**src/rtl/decoder_pkg.sv**
```systemverilog
// -----------------------------------------------------------------------------
// decoder_pkg
// Shared types and helpers for the registered one-hot decoder.
//   dec_state_t   : FSM encoding used by decoder_n_sync (also visible on its
//                   State_Out debug port).
//   decode_onehot : returns a MAX_OUT_WIDTH-wide one-hot (or one-cold) vector
//                   for a code. Callers keep the low 2**SEL_WIDTH bits.
// -----------------------------------------------------------------------------
package decoder_pkg;

  typedef enum logic [1:0] {
    IDLE  = 2'd0,
    HOLD  = 2'd1,
    PULSE = 2'd2
  } dec_state_t;

  // Widest decoder this package supports.
  localparam int MAX_SEL_WIDTH = 8;
  localparam int MAX_OUT_WIDTH = 1 << MAX_SEL_WIDTH;

  // Full decode: every code value selects exactly one bit. With active_low set
  // the whole vector is inverted, so the selected bit is the only 0.
  function automatic logic [MAX_OUT_WIDTH-1:0] decode_onehot(
    input logic [MAX_SEL_WIDTH-1:0] code,
    input logic                     active_low
  );
    logic [MAX_OUT_WIDTH-1:0] v;
    v       = '0;
    v[code] = 1'b1;
    return active_low ? ~v : v;
  endfunction

endpackage

```
**src/rtl/decoder_pulse_timer.sv**
```systemverilog
// -----------------------------------------------------------------------------
// decoder_pulse_timer
// Load / decrement / expire counter that times the active phase of a pulse.
//   clk, rst_n : clock, asynchronous active-low reset
//   load       : load PULSE_LEN-1 (first active cycle is the load cycle's next)
//   run        : owner is in its pulse state; count down while nonzero
//   abort      : clear the counter; suppresses expire
//   expire     : run && counter at zero && no abort (pulse completes this edge)
//   zero       : counter is zero
// The counter is unsigned and saturates at zero; it never wraps.
// -----------------------------------------------------------------------------
module decoder_pulse_timer #(
  parameter  int PULSE_LEN = 1,
  localparam int CNT_W     = (PULSE_LEN < 1) ? 1 : $clog2(PULSE_LEN + 1)
) (
  input  logic clk,
  input  logic rst_n,
  input  logic load,
  input  logic run,
  input  logic abort,
  output logic expire,
  output logic zero
);

  // Level-mode instances never load, so the value only has to be legal.
  localparam int LOAD_VAL = (PULSE_LEN > 0) ? PULSE_LEN - 1 : 0;

  logic [CNT_W-1:0] cnt;

  always_ff @(posedge clk or negedge rst_n) begin
    if (!rst_n) begin
      cnt <= '0;
    end else if (abort) begin
      cnt <= '0;
    end else if (load) begin
      cnt <= CNT_W'(LOAD_VAL);
    end else if (run && (cnt != '0)) begin
      cnt <= cnt - CNT_W'(1);
    end
  end

  assign zero   = (cnt == '0);
  assign expire = run && zero && !abort;

endmodule

```
**src/rtl/decoder_n_sync.sv**
```systemverilog
// -----------------------------------------------------------------------------
// decoder_n_sync
// Registered N-to-2^N one-hot decoder with a valid/ready input handshake.
// Level mode (PULSE_LEN=0) holds the last accepted code; pulse mode drives it
// for exactly PULSE_LEN cycles, then strobes Done_Out.
//   Clock_In         : clock, rising edge
//   Reset_In         : asynchronous active-low reset
//   Enable_In        : 0 clears the output and aborts a pulse
//   Valid_In         : Encoded_Value_In is valid
//   Encoded_Value_In : code to decode (SEL_WIDTH bits)
//   Ready_Out        : code can be accepted this cycle (combinational)
//   Decoded_Out      : registered one-hot / one-cold vector (OUT_WIDTH bits)
//   Active_Out       : an output bit is asserted (state != IDLE)
//   Done_Out         : one-cycle strobe after a pulse completes normally
//   State_Out        : current FSM state (debug)
//
// Handshake: a code is accepted on a rising edge where Valid_In && Ready_Out.
// Ready_Out = Enable_In && (state != PULSE) and does not depend on Valid_In.
// An accepted code appears on Decoded_Out in the cycle after that edge.
// -----------------------------------------------------------------------------
module decoder_n_sync
  import decoder_pkg::*;
#(
  parameter  int SEL_WIDTH      = 2,
  parameter  int PULSE_LEN      = 0,
  parameter  bit ACTIVE_LOW_OUT = 1'b0,
  localparam int OUT_WIDTH      = 2 ** SEL_WIDTH
) (
  input  logic                 Clock_In,
  input  logic                 Reset_In,
  input  logic                 Enable_In,
  input  logic                 Valid_In,
  input  logic [SEL_WIDTH-1:0] Encoded_Value_In,
  output logic                 Ready_Out,
  output logic [OUT_WIDTH-1:0] Decoded_Out,
  output logic                 Active_Out,
  output logic                 Done_Out,
  output logic [1:0]           State_Out
);

  localparam bit                 LEVEL_MODE = (PULSE_LEN == 0);
  localparam logic [OUT_WIDTH-1:0] INACTIVE = {OUT_WIDTH{ACTIVE_LOW_OUT}};

  dec_state_t             state;
  logic [OUT_WIDTH-1:0]   dec_q;
  logic                   done_q;
  logic                   accept;
  logic [MAX_OUT_WIDTH-1:0] decode_wide;
  logic [OUT_WIDTH-1:0]   decoded;
  logic                   unused_decode_hi;
  logic                   timer_expire;
  logic                   timer_zero;

  assign Ready_Out = Enable_In && (state != PULSE);
  assign accept    = Valid_In && Ready_Out;

  // Bits above OUT_WIDTH of the package-wide decode are never selected.
  assign decode_wide      = decode_onehot(MAX_SEL_WIDTH'(Encoded_Value_In), ACTIVE_LOW_OUT);
  assign decoded          = decode_wide[OUT_WIDTH-1:0];
  assign unused_decode_hi = ^decode_wide;

  decoder_pulse_timer #(
    .PULSE_LEN(PULSE_LEN)
  ) u_timer (
    .clk   (Clock_In),
    .rst_n (Reset_In),
    .load  (accept && (state == IDLE) && !LEVEL_MODE),
    .run   (state == PULSE),
    .abort (!Enable_In),
    .expire(timer_expire),
    .zero  (timer_zero)
  );

  always_ff @(posedge Clock_In or negedge Reset_In) begin
    if (!Reset_In) begin
      state  <= IDLE;
      dec_q  <= INACTIVE;
      done_q <= 1'b0;
    end else begin
      done_q <= 1'b0;
      case (state)
        IDLE: begin
          if (accept) begin
            dec_q <= decoded;
            state <= LEVEL_MODE ? HOLD : PULSE;
          end
        end
        HOLD: begin
          if (!Enable_In) begin
            dec_q <= INACTIVE;
            state <= IDLE;
          end else if (accept) begin
            dec_q <= decoded;
          end
        end
        PULSE: begin
          // Abort wins over expiry on the same edge and never strobes Done.
          if (!Enable_In) begin
            dec_q <= INACTIVE;
            state <= IDLE;
          end else if (timer_zero) begin
            dec_q  <= INACTIVE;
            state  <= IDLE;
            done_q <= timer_expire;
          end
        end
        default: begin
          dec_q <= INACTIVE;
          state <= IDLE;
        end
      endcase
    end
  end

  assign Decoded_Out = dec_q;
  assign Done_Out    = done_q;
  assign Active_Out  = (state != IDLE);
  assign State_Out   = state;

endmodule

```
**config.mk**
```make
export PLATFORM = sky130hd
export DESIGN_NAME = decoder_n_sync
export DESIGN_NICKNAME = d
export VERILOG_FILES = /design/src/rtl/decoder_pkg.sv /design/src/rtl/decoder_pulse_timer.sv /design/src/rtl/decoder_n_sync.sv
export SDC_FILE = /design/constraint.sdc
export NUM_CORES = 1
export LEC_CHECK = 0
export ABC_AREA = 1
export CAP_MARGIN = 20
export CORE_AREA = 2 2 39 41
export CTS_BUF_LIST = sky130_fd_sc_hd__clkbuf_4 sky130_fd_sc_hd__clkbuf_8 sky130_fd_sc_hd__clkbuf_16
export DETAILED_ROUTE_END_ITERATION = 6
export DIE_AREA = 0 0 41 43
export PLACE_DENSITY = 0.6
export SLEW_MARGIN = 20
export SYNTH_ARGS = -nofsm -noshare
export SYNTH_HDL_FRONTEND = slang
export SYNTH_SLANG_ARGS = --single-unit
export TNS_END_PERCENT = 5
```
**constraint.sdc**
```tcl
create_clock -name Clock_In -period 0.95 [get_ports Clock_In]
set_input_delay 0.095 -clock Clock_In [delete_from_list [all_inputs] [get_ports Clock_In]]
set_output_delay 0.095 -clock Clock_In [all_outputs]
set_load 0.005 [all_outputs]
```
* Word-level counts from Yosys, hierarchy flattened *
Index checks and enable logic that the tools add are counted.

storage, ports and cells
  output and inout bits = 9
  bits in read-only memories = 0
  flip-flop bits (word level) = 8
  bits in latches = 0
  input bits = 6
  logic and storage cells = 41
  memories = 0
  bits in writable memories = 0

cells by class
  $mul = 0
  muxes and demuxes = 17
  bitwise operators = 1
  $add $sub $neg = 1
  div/mod/pow operators = 0
  shift-type cells = 0
  reductions and logical operators = 9
  order comparisons = 2
  equality and inequality tests = 7

operators by type and width
  kind                 count
  $mux 4               4
  $pmux 4 s3           1
  $lt 2x9->1 const B   1
  $mux 2               4
  $logic_and 1x1->1    6
  $mux 1               6
  $ne 2x2->1 const B   3
  $pmux 2 s3           1
  $ne 3x3->1 const B   1
  $reduce_and 3->1     1
  $demux 1 s2          1
  $eq 2x1->1 const B   1
  $eq 2x2->1 const B   1
  $ge 2x1->1 const B   1
  $logic_not 2->1      1
  $ne 2x1->1 const B   1
  $reduce_bool 2->1    1
  $not 1->1            1
  $sub 1x1->1 const B  1

* Logic depth before layout (Yosys ltp) *
Gate-level depths: netlist of the first run.

  word-level depth = 7
  gate-level depth with buffers = 4
  depth with buffers taken out = 4

* Worst setup path after synthesis of the first run *
Ideal clock, no wire load.

  path kind = register to register
  from = register state[0] (netlist: State_Out[0])
  to = register dec_q[1] (netlist: Decoded_Out[1])
  stages on the path, launching flop included = 4
  setup time = 0.071 ns
  path slack = 0.247 ns
  data required time = 0.879 ns
  arrival = 0.632 ns
  buffers on the path = 0
  clock period less this slack = 0.703 ns
  path through = dfrtp_1 > nand2_4 > nand2_1 > nor2_1

on the way
  longest elaborated chain between the ends = 6
  elaborated cells on any way between the ends = 10
  classes of those cells = 4 x eq/ne; 3 x mux; 3 x reduce/logical

ends and longest elaborated chain
  what                    RTL line              source
  start, declared         decoder_n_sync.sv:44  dec_state_t state;
  start signal, assigned  decoder_n_sync.sv:85  state <= LEVEL_MODE ? HOLD : PULSE;
  $ne 2x2->1              decoder_n_sync.sv:54  assign Ready_Out = Enable_In && (state != PULSE);
  $logic_and 1x1->1       decoder_n_sync.sv:54
  $logic_and 1x1->1       decoder_n_sync.sv:55  assign accept = Valid_In && Ready_Out;
  $mux 4 (2 in a row)     --
  $pmux 4 s3              decoder_n_sync.sv:81  case (state)
  end signal, assigned    decoder_n_sync.sv:84  dec_q <= decoded;
  end signal, assigned    decoder_n_sync.sv:93  dec_q <= decoded;
  end, declared           decoder_n_sync.sv:45  logic [OUT_WIDTH-1:0] dec_q;

Parallel ways exist; a longest one is shown, timed or not.
A chain may end at the register's enable or synchronous reset.

* Worst setup path after layout of the first run *
  from = register state[0] (netlist: State_Out[0])
  to = output State_Out[0]

RTL lines
  what           RTL line              source
  end, declared  decoder_n_sync.sv:38  output logic [1:0] State_Out

No word-level cell between the ends.

==> results.cfg, run 1 <==
[synth]
seq_area_frac_synth_pct = 44.25
synth-edff-count = 0
async_flop_share_pct = 100.0
synth_common_cells = nor2_1, nand2_1, dfrtp_1, buf_4, inv_1
synth_cell_types = 10
synth.avg_cell_area_sq_um = 7.069
synth.ff_latch_count = 5
synth_warnings = 0
synthMostInstantiatedCell = nor2_1
ys.flop_type = dfrtp_1
synth_area_leaders = dfrtp_1, nor2_1, nand2_1, buf_4, inv_1
synth_top_cell_by_area = dfrtp_1
synthesis.area_sq_um = 282.8
syn_inst = 40
synth.top_cell.area_share_pct = 44.25

[global_route]
grt_antenna_before_repair = 0
grt.met3_usage_pct = 6.806
overflow = 0
grt_max_degree = 9
grt_usage_pct = 9.063
grt_pass1_vias = 229
use_met1_pct = 10.06
grt_first_pass_wirelength_um = 966
grt_busiest_layer = met2
met2_usage_pct = 10.63

[placed_design]
io_buffers = 12
routabilityCongestion = 0.7539
hpwl_um = 403

[cells_and_area]
design.final.nets = 65
drive_gt1_share_pct = 32.76
n_antenna_cell = 0
area_delta_synth_final_pct = 56.19
fin_util_pct = 31.92

[clock_network]
clock_sinks = 5
clk_latency_ns = 0.25
path_clk_slew_ns = 0.04
cts_root_buffer = clkbuf_4
cts_inserted_buffers = 3
htreeDepth = 1
cts_buffer_depth = 2
tritoncts = done

[worst_setup_path]
cp_data_arrival_time_ns = 0.86
crit_path_max_fanout = 2
slowest_delay_ns = 0.39
cp.required_ns = 0.85
crit_path_end_kind = output pin
crit_slowest_cell = dfrtp_1
path_cells = buf_6, clkbuf_2
start_kind = register
crit_type = register to output pin

[timing]
setup_viol = 1
timing.final.crit_share_pct = 100.4
max_freq_ghz = 1.049
setup_ws_ns = -0.003495
hold_violations = 0
drv_slew = 0
rsz0062_at_grt = yes
min_period_ns = 0.9535
finClkSkew_ns = 0.0002918

[pwr]
switching_power_w = 0.0001866
powerDensity_mw_per_mm2 = 1596
p_int_w = 0.0005183
clockPowerShare_pct = 40.9
ir_drop_uv = 837.4
swShare_pct = 26.47
leakagePower_nw = 0.2636
total_power_w = 0.0007049
comb_power_share_pct = 23.1
power_frac_seq_pct = 36.0

[outcome]
violations = negative setup slack
status = finished, violations left

[detailed_routing]
postRouteAntennaNets = 0
vias = 268
dr.first_iter.drc_count = 3
drc_errors = 0
vias_per_cell = 3.622
postRouteWirelength_um = 586
dr.pass1.iters = 4
wl_per_cell_um = 7.919

[floorplanning]
rows = 14
io_pins = 15
die_y_um = 43
initial_utilization_pct = 20.43
coreArea_sq_mm = 0.001384
die_w_um = 41
dieArea_sq_mm = 0.001763

[flow_run]
max_cap_viol_count = 0

[hold_path]
hold_class = input pin to async pin
==> what timing repair did <==
item	CTS	global route
setup endpoints to repair	7	9
resized for setup	12	7
pin swaps	0	3
gates cloned	0	0
buffers inserted	2	0
hold buffers	0	0
==> worst max-delay path, delay by kind of cell (launching register included) <==
family,cells,cell delay [ns]
buf+inv,2,0.22
flops,1,0.39
==> routing by layer <==
metal / vias up / wire length, um
li1: 143 / -
met1: 107 / 254
met2: 14 / 223
met3: 4 / 89
met4: 0 / 19
met5: - / 0
==> metrics by stage <==
| stage | instances | setup slack, ns | hold WS [ns] | instance area, sq um | setup TNS [ns] |
|---|---|---|---|---|---|
| final | 74 | -0.003495 | 0.06783 | 441.7 | -0.003495 |
| after floorplan | 41 | 0.2465 | -0.2006 | 286.5 | 0 |
| after CTS | 74 | -0.1080 | 0.07328 | 461.7 | -0.1551 |
| after global placement | 68 | -0.2092 | 0.3416 | 419.2 | -0.7487 |
| after detailed placement | 68 | -0.2074 | 0.3433 | 419.2 | -0.7052 |
| after global routing | 74 | -0.03816 | 0.07950 | 441.7 | -0.06596 |
==> registers in the layout, indices dropped and copies added, names as in the netlist <==
signal       cells
State_Out        1
Decoded_Out      4
==> worst paths after layout <==
path                                     startpoint                  endpoint  slack [ns]  cells after the start
max                        State_Out[0]$_DFFE_PN0P_              State_Out[0]      -0.003                      2
min                                        Reset_In  Decoded_Out[1]$_DFF_PN0_        0.07                      1
max reg2reg                State_Out[0]$_DFFE_PN0P_  Decoded_Out[2]$_DFF_PN0_        0.04                      5
min reg2reg                Decoded_Out[1]$_DFF_PN0_  Decoded_Out[1]$_DFF_PN0_        0.58                      4
max in group asynchronous                  Reset_In  Decoded_Out[0]$_DFF_PN0_        0.69                      1
min in group Clock_In                      Valid_In  State_Out[0]$_DFFE_PN0P_        0.47                      3
==> area by class of cell <==
type                    instances  area (sq um)
repair buffers                 17         135.1
inverters                       7         26.28
well taps                      16         20.02
fillers                       159         942.2
flip-flops and latches          5         125.1
multi-input cells              25         105.1
clock buffers                   4         30.03
==> logic make-up (layout without fill, tap and decap cells) <==
kind of cell | Yosys count | in the layout | synth area share (%)
compound gates | 1 | 1 | 1.768
buf+inv | 11 | 28 | 19.91
simple gates | 22 | 22 | 32.74
flops | 5 | 5 | 44.25
other cells | 1 | 2 | 1.326
==> power by group through the flow <==
stage          registers, W   logic, W  clock network, W
4_1_cts            0.000253   0.000176          0.000303
2_1_floorplan      0.000264  0.0000706                 0
5_1_grt            0.000256   0.000188          0.000315
6_report           0.000254   0.000163          0.000288
3_5_place_dp       0.000258   0.000176                 0
3_3_place_gp       0.000258   0.000176                 0
==> cells in the final DEF, fill, tap and decap left out, drive strengths merged <==
cell           netlist  final
clkdlybuf4s50        0      5
dfrtp                5      5
inv                  7      7
clkbuf               0      9
a21oi                1      1
clkdlybuf4s15        0      1
nand2               11     11
conb                 1      2
dlygate4sd2          0      1
buf                  4      5
nor2                11     11
(Power assumes the default switching activity.)
==> inputs of run 2 (changes only) <==
--- a/config.mk
+++ b/config.mk
@@ -5,13 +5,13 @@
 export SDC_FILE = /design/constraint.sdc
 export NUM_CORES = 1
 export LEC_CHECK = 0
-export ABC_AREA = 1
 export CAP_MARGIN = 20
 export CORE_AREA = 2 2 39 41
 export CTS_BUF_LIST = sky130_fd_sc_hd__clkbuf_4 sky130_fd_sc_hd__clkbuf_8 sky130_fd_sc_hd__clkbuf_16
 export DETAILED_ROUTE_END_ITERATION = 6
 export DIE_AREA = 0 0 41 43
-export PLACE_DENSITY = 0.6
+export DONT_BUFFER_PORTS = 1
+export PLACE_DENSITY = 0.46
 export SLEW_MARGIN = 20
 export SYNTH_ARGS = -nofsm -noshare
 export SYNTH_HDL_FRONTEND = slang
==> constraint.sdc (replaced) <==
create_clock -name Clock_In -period 1.1 [get_ports Clock_In]
set_input_delay 0.11 -clock Clock_In [delete_from_list [all_inputs] [get_ports Clock_In]]
set_output_delay 0.11 -clock Clock_In [all_outputs]
set_load 0.005 [all_outputs]
==> results.cfg, run 2 <==
[pwr]
leakagePower_nw = 0.1561
powerDensity_mw_per_mm2 = 1456
ir_drop_uv = 438.2

[timing]
finClkSkew_ns = 0.006936
setup_viol = 0
max_freq_ghz = 1.013
min_period_ns = 0.9871
setup_ws_ns = 0.1129
hold_ws_ns = 0.03942
rsz0062_at_grt = no
hold_violations = 0
drv_slew = 0
tns_ns = 0
timing.final.crit_share_pct = 89.74

[placed_design]
routabilityCongestion = 0.6726
place_ws_ns = 0.1055
dpl-instance-area_sq_um = 279.0
hpwl_um = 466.5
io_buffers = 0

[synth]
synth_cell_types = 14
synthMostInstantiatedCell = dfrtp_1
synth.avg_cell_area_sq_um = 10.98
synth_compound_area_share_pct = 5.063
synthesis.area_sq_um = 296.5
synthMuxAreaShare_pct = 3.376
synthAdderAreaFrac_pct = 0
ys.flop_type = dfrtp_1
async_flop_share_pct = 100.0
seq_area_frac_synth_pct = 42.19
synth_area_leaders = dfrtp_1, buf_4, or3b_1, nand3b_1, nand3_1
synth-edff-count = 0
synth.top_cell.area_share_pct = 42.19
synth_common_cells = dfrtp_1, buf_4, nand3_1, nand3b_1, or3b_1
synth_warnings = 0
synth_top_family_by_area = simple AND/OR/NAND/NOR gates
syn_inst = 27
synthSimpleGateAreaFrac_pct = 34.18
synthXorXnorAreaFrac_pct = 0
synth_top_cell_by_area = dfrtp_1
synth.ff_latch_count = 5

[detailed_routing]
dr.first_iter.drc_count = 5
wl_per_cell_um = 14.02
vias = 220
drc_errors = 0
postRouteWirelength_um = 645
dr.pass1.iters = 2
postRouteAntennaNets = 0
vias_per_cell = 4.783

[cells_and_area]
final_common_cell = dfrtp_1
area_delta_synth_final_pct = 14.35
final_cell_mix = dfrtp_1, clkbuf_4
largest_reg_flops = 4
design.final.nets = 37
design_area_sq_um = 339.1
drive_gt1_share_pct = 16.67
fin_util_pct = 24.50
n_antenna_cell = 0

[worst_setup_path]
crit_path_max_fanout = 7
path_cells = or3b_1, nand3_1
cp_data_arrival_time_ns = 1.17
start_kind = register
timing.rr.start = State_Out[0]$_DFFE_PN0P_
crit_path_end_kind = register
cp.required_ns = 1.28
crit_slowest_cell = dfrtp_1
slowest_delay_ns = 0.47
critPathLaunch = State_Out[0]$_DFFE_PN0P_
crit_type = register to register

[outcome]
status = complete, no violations

[flow_run]
max_cap_viol_count = 0

[global_route]
grt_max_degree = 14
overflow = 0
grt_antenna_before_repair = 0
grt_pass1_vias = 235
grt_first_pass_wirelength_mm = 1.062
grt_usage_pct = 9.577

[hold_path]
hold_class = input pin to register
min-delay-start = Enable_In

[clock_network]
clock_sinks = 5
path_clk_slew_ns = 0.05
cts_buffer_depth = 2
cts_inserted_buffers = 3
tritoncts = done
cts_root_buffer = clkbuf_4
htreeDepth = 1
clk_latency_ns = 0.24
postCtsSetupRepairBufs = 0

[floorplanning]
coreArea_sq_mm = 0.001384
dieArea_sq_mm = 0.001763
rows = 14
initial_utilization_pct = 21.43
die_y_um = 43
io_pins = 15
die_w_um = 41
==> run 2: layer usage <==
metal / vias to the layer above / wire, um / GRT usage, %
met5: - / 0 / 0
met3: 0 / 72 / 7.853
met2: 10 / 303 / 12.50
li1: 100 / - / -
met4: 0 / 0 / 6.000
met1: 110 / 269 / 10.10
==> run 2: metrics by stage <==
step / total power [W] / std cells
floorplan: 0.0002552 / 28
global placement: 0.0002427 / 39
detailed placement: 0.0002453 / 39
CTS: 0.0005040 / 46
global route: 0.0005251 / 46
finish: 0.0004937 / 46
==> run 2: layout make-up <==
class	instances	area [sq um]
sequential	5	125.1
timing repair buffer	3	30.03
clock buffer	4	30.03
tap	16	20.02
multi-input combinational	18	133.9
fill	149	1045
==> run 2: path summary, 6_finish.rpt <==
kind                                            end  slack [ns]  cells past startpoint
max                        Decoded_Out[0]$_DFF_PN0_        0.11                      2
min                        Decoded_Out[3]$_DFF_PN0_        0.04                      2
max reg2reg                Decoded_Out[0]$_DFF_PN0_        0.11                      2
min reg2reg                Decoded_Out[1]$_DFF_PN0_        0.51                      1
max in group asynchronous  Decoded_Out[1]$_DFF_PN0_        0.72                      1
min in group asynchronous  Decoded_Out[3]$_DFF_PN0_        0.17                      1
==> run 2: kinds of logic (layout without fill, tap and decap cells) <==
group | count (synthesis) | after routing
AOI/OAI and AO/OA | 2 | 2
buffers and inverters | 5 | 7
DFF | 5 | 5
muxes | 1 | 1
other | 1 | 2
and+or+nand+nor | 13 | 13
==> run 2: worst max-delay path: cells and delay by family (launching register included) <==
family | cells | cell delay [ns]
and+or+nand+nor | 2 | 0.47
DFF | 1 | 0.47
==> run 2: where the power goes <==
part           leakage (nW)  switching, W  internal (W)  total [W]
clock                0.0184     0.0000781      0.000162   0.000240
sequential           0.0661     0.0000170      0.000198   0.000215
combinational        0.0716     0.0000137     0.0000246  0.0000382
==> run 2: timing repair <==
action                    in CTS  in global routing
resized for setup              0                  0
hold buffers                   3                  0
hold endpoints to repair       6                  0
